<file path="src/rtl/irq_req_ctrl_8.sv">
// Eight-line interrupt request controller feeding the 8-to-3 priority encoder.
// Latches requests, applies mask and in-service threshold, and tracks nested service levels.
module irq_req_ctrl_8 #(
    parameter bit         EDGE       = 1'b1,
    parameter logic [7:0] RESET_MASK = 8'hFF
) (
    input  logic       clk,
    input  logic       rst,
    input  logic [7:0] irq_in,
    input  logic       mask_wr,
    input  logic [7:0] mask_din,
    input  logic       ack,
    input  logic [2:0] ack_id,
    input  logic       eoi,
    output logic [7:0] req_vec,
    output logic       irq_out,
    output logic [7:0] pending,
    output logic [7:0] in_service,
    output logic [7:0] mask,
    output logic       ack_err
);

    logic [7:0] prev_irq_q;
    logic [7:0] pending_q, pending_d;
    logic [7:0] in_service_q, in_service_d;
    logic [7:0] mask_q, mask_d;
    logic       ack_err_q, ack_err_d;

    logic [7:0] above_isr;
    logic [7:0] isr_top;
    logic [7:0] set_vec;
    logic [7:0] ack_vec;
    logic       ack_ok;
    logic       found;

    always_comb begin
        above_isr = '0;
        isr_top   = '0;
        found     = 1'b0;
        // Line i is eligible only when no in-service bit sits at or above i.
        for (int i = 0; i < 8; i++) begin
            above_isr[i] = ~|(in_service_q >> i);
        end
        for (int i = 7; i >= 0; i--) begin
            if (in_service_q[i] && !found) begin
                isr_top[i] = 1'b1;
                found      = 1'b1;
            end
        end
    end

    always_comb begin
        set_vec      = EDGE ? (irq_in & ~prev_irq_q) : irq_in;
        req_vec      = pending_q & ~mask_q & above_isr;
        irq_out      = |req_vec;
        ack_ok       = ack & req_vec[ack_id];
        ack_vec      = ack_ok ? (8'b1 << ack_id) : 8'h00;
        // A new request on the acknowledged line survives the clear.
        pending_d    = (pending_q & ~ack_vec) | set_vec;
        in_service_d = (in_service_q & ~(eoi ? isr_top : 8'h00)) | ack_vec;
        mask_d       = mask_wr ? mask_din : mask_q;
        ack_err_d    = ack & ~ack_ok;
    end

    always_ff @(posedge clk) begin
        prev_irq_q <= irq_in;
        if (rst) begin
            pending_q    <= '0;
            in_service_q <= '0;
            mask_q       <= RESET_MASK;
            ack_err_q    <= 1'b0;
        end else begin
            pending_q    <= pending_d;
            in_service_q <= in_service_d;
            mask_q       <= mask_d;
            ack_err_q    <= ack_err_d;
        end
    end

    assign pending    = pending_q;
    assign in_service = in_service_q;
    assign mask       = mask_q;
    assign ack_err    = ack_err_q;

endmodule
</file>
<file path="config.mk">
export PLATFORM = sky130hd
export DESIGN_NAME = irq_req_ctrl_8
export DESIGN_NICKNAME = d
export VERILOG_FILES = /design/src/rtl/irq_req_ctrl_8.sv
export SDC_FILE = /design/constraint.sdc
export NUM_CORES = 1
export LEC_CHECK = 0
export CORE_ASPECT_RATIO = 1.2
export CORE_MARGIN = 3
export CORE_UTILIZATION = 40
export DETAILED_ROUTE_END_ITERATION = 8
export GPL_TIMING_DRIVEN = 0
export MAX_ROUTING_LAYER = met4
export PLACE_DENSITY = 0.79
export SLEW_MARGIN = 10
export SYNTH_ARGS = -nofsm -noshare
export SYNTH_HDL_FRONTEND = slang
export SYNTH_SLANG_ARGS = --single-unit
</file>
<file path="constraint.sdc">
create_clock -name clk -period 2.22 [get_ports clk]
set_input_delay 0.444 -clock clk [delete_from_list [all_inputs] [get_ports clk]]
set_output_delay 0.444 -clock clk [all_outputs]
set_load 0.02 [all_outputs]
</file>
==> flow_metrics.tcl, run 1 <==
set metrics [dict create \
    antenna_found_initial 0 \
    ios 58 \
    syn_area_um2 1416 \
    fill_cells 287 \
    place_hpwl_mm 2.922 \
    dp.cells 244 \
    criticalPathCategory "register to output pin" \
    ys_types 42 \
    synth.avg_cell_area_um2 9.197 \
    seqCellArea_um2 660.6 \
    finalSetupTns_ns -0.04705 \
    drt_iter0_markers 73 \
    hold_viol_final 0 \
    ctsHtreeMaxLevel 2 \
    placed_area_um2 2002 \
    setup_ws_ns -0.04705 \
    root_buffer "clkbuf_8" \
    synth_cells 154 \
    rr_startpoint "in_service[7]$_SDFF_PP0_" \
    tightest_slew_ns 0.6585 \
    io_buffers 53 \
    status "finished, violations left" \
    ff2ff_setup_slack_ns 0.46 \
    cts_tree "built" \
    skew_ns 0.003180 \
    finalCritPeriodShare_pct 102.1 \
    most-common-layout-cells "clkdlybuf4s50_1, dfxtp_1, nand2_1" \
    vias_per_cell 5.404 \
    synth_top_family_by_area "simple AND/OR/NAND/NOR gates" \
    required_ns 1.78 \
    grt_pass1_vias 1379 \
    clk_latency_ns 0.28 \
    powerDensity_nw_per_um2 603.5 \
    hold_buffers 0 \
    final_cells 255 \
    dieArea_um2 4294 \
    cp_max_fo 8 \
    cap_viol_max_count 0 \
    grt_usage_pct 20.07 \
    overflow 0 \
    ys_seq_elements 33 \
    gp_congestion 0.9187 \
    leakage_nw 0.8418 \
    clkTransAtPathRegs_ns 0.06 \
    ys_seq_area_share_pct 46.64 \
    synthToLayoutAreaGrowth_pct 48.41 \
    fin_crit_ns 2.267 \
    rsz0062_at_grt "true" \
    cts_buffer_depth 2 \
    final_cell_area_um2 2102 \
    fmax_ghz 0.4411 \
    r2r-end "pending[0]$_SDFF_PP0_" \
    multiInputGateArea_um2 733.2 \
    synth_mux_area_share_pct 5.654 \
    antennaDiodeCount 0 \
    synth_fp_nets 178 \
    rr_worst_depth 6 \
    nets 241 \
    wl_per_cell_um 15.50 \
    synth-adder-area-share_pct 0 \
    synth-compound-area-share_pct 14.49 \
    via_count 1378 \
    timing.max_slew.rel_slack_pct 56.10 \
    worstHoldPathType "register to register" \
    drtPass1Iterations 4 \
    numCtsBuffers 5 \
    synth_xor_area_share_pct 0 \
    setup_viol 1 \
    finalPower_mw 1.269 \
    crit_path_end "irq_out" \
    drive_above_1_share_pct 12.84 \
    initial_core_util_pct 42.07 \
    start_kind "register" \
    grt_pass1_wl_mm 6.272 \
    fp.dieH_um 71.19 \
    worst_ir_drop_vdd_mv 0.5477 \
    wirelength_mm 3.953 \
    cts_sinks 33 \
    startpoint "in_service[7]$_SDFF_PP0_" \
    rows 23 \
    layout_commonest_cell "clkdlybuf4s50_1" \
    violations "negative setup slack" \
    crit_arrival_ns 1.82 \
    cp-end-kind "output pin" \
    core_um2 3367 \
    yosys_warnings 0 \
    preCtsSetupSlack_ns -0.3739 \
    drv_slew 0 \
    grt_max_degree 11 \
    yosys.area_share.simple_pct 29.77 \
    route.detailed.drc 0 \
    ant_nets 0 \
    die_x_um 60.32 \
]
[final cells by class]
| class | instances | area share [%] |
|---|---|---|
| sequential | 33 | 31.43 |
| timing repair buffer | 56 | 25.36 |
| inverter | 5 | 0.8929 |
| buffer | 6 | 1.429 |
| clock buffer | 8 | 3.810 |
| multi-input combinational | 110 | 34.88 |
| tap | 37 | 2.202 |
[metrics by stage]
stage	hold slack, ns	utilization, %
finish	0.4975	62.43
detailed placement	0.4802	59.46
floorplan	0.4625	-
global route	0.5179	62.43
global placement	0.4746	59.46
CTS	0.4968	61.80
[registers in the layout (all words and copies together) (netlist names)]
signal and flops:
in_service 8, mask 8, pending 8, prev_irq_q 8
ack_err 1
[synth_stat cells, drive strengths merged]
| cell | n | area, um^2 |
|---|---|---|
| o41ai | 1 | 8.760 |
| or4 | 1 | 11.26 |
| a211oi | 1 | 7.510 |
| nand2 | 16 | 60.06 |
| nor3 | 2 | 21.27 |
| dfxtp | 33 | 660.6 |
| or3 | 2 | 13.77 |
| a31o | 2 | 17.52 |
| nor4b | 3 | 26.28 |
| nand3b | 3 | 22.52 |
| clkbuf | 4 | 15.01 |
| inv | 4 | 15.01 |
| nand3 | 3 | 20.02 |
| clkinv | 1 | 3.750 |
| o21ai | 4 | 20.02 |
| a31oi | 1 | 6.260 |
| o311ai | 1 | 8.760 |
| a21oi | 14 | 70.07 |
| nand2b | 6 | 37.54 |
| nor4 | 1 | 12.51 |
| nor2 | 12 | 45.04 |
| o31ai | 4 | 35.03 |
| and2 | 1 | 6.260 |
| o211ai | 1 | 7.510 |
| nor2b | 8 | 50.05 |
| nand4b | 1 | 8.760 |
| or3b | 4 | 37.54 |
| buf | 2 | 15.01 |
| and3b | 1 | 8.760 |
| a22oi | 1 | 7.510 |
| o21a | 1 | 7.510 |
| mux2i | 8 | 80.08 |
| nand4 | 4 | 25.02 |
| nor3b | 2 | 15.01 |
| a32oi | 1 | 8.760 |
[metal layers]
metal / global-route usage [%] / vias to the layer above / wire length (um)
met2: 34.01 / 57 / 2058
met4: 8.128 / 0 / 67
met1: 22.26 / 639 / 1572
met5: - / - / 0
li1: - / 675 / -
met3: 4.197 / 7 / 255
[critical path: stages, from the launching register on]
cell      delay, ns
dfxtp_1        0.33
buf_6          0.14
or3_4          0.38
nor4_4         0.30
nor2_1         0.12
nand4b_1       0.13
buf_4          0.15
[worst min-delay path by stage]
stage                                   startpoint                        to  slack (ns)  cells after the start
after floorplan              prev_irq_q[1]$_DFF_P_     pending[1]$_SDFF_PP0_        0.46                      2
after global placement        mask[0]$_SDFFE_PP1P_      mask[0]$_SDFFE_PP1P_        0.47                      2
after detailed placement     pending[5]$_SDFF_PP0_     pending[5]$_SDFF_PP0_        0.48                      2
after CTS                    pending[5]$_SDFF_PP0_     pending[5]$_SDFF_PP0_        0.50                      2
after global routing      in_service[0]$_SDFF_PP0_  in_service[0]$_SDFF_PP0_        0.52                      2
final                        prev_irq_q[4]$_DFF_P_     pending[4]$_SDFF_PP0_        0.50                      2
[kinds of logic after synthesis]
| family | after synthesis |
|---|---|
| flops | 33 |
| simple gates | 70 |
| compound gates | 32 |
| mux | 8 |
| buf+inv | 11 |
[power breakdown]
part / switching [mW] / total [mW] / internal, mW
sequential: 0.0208 / 0.641 / 0.621
clock: 0.197 / 0.420 / 0.222
combinational: 0.101 / 0.207 / 0.107
[timing repair]
action | CTS | global route
pin swaps | 1 | 3
setup endpoints to repair | 8 | 6
hold endpoints to repair | 0 | 0
resized for setup | 17 | 12
setup buffers | 1 | 2
gates cloned | 0 | 0
(Power assumes the default switching activity.)
==> inputs of run 2 (changes only) <==
Settings changed: GPL_ROUTABILITY_DRIVEN set to 0, HOLD_SLACK_MARGIN set to 0.03.
==> results of run 2 <==
Final layout, timing and power as in run 1 (identical DEF).
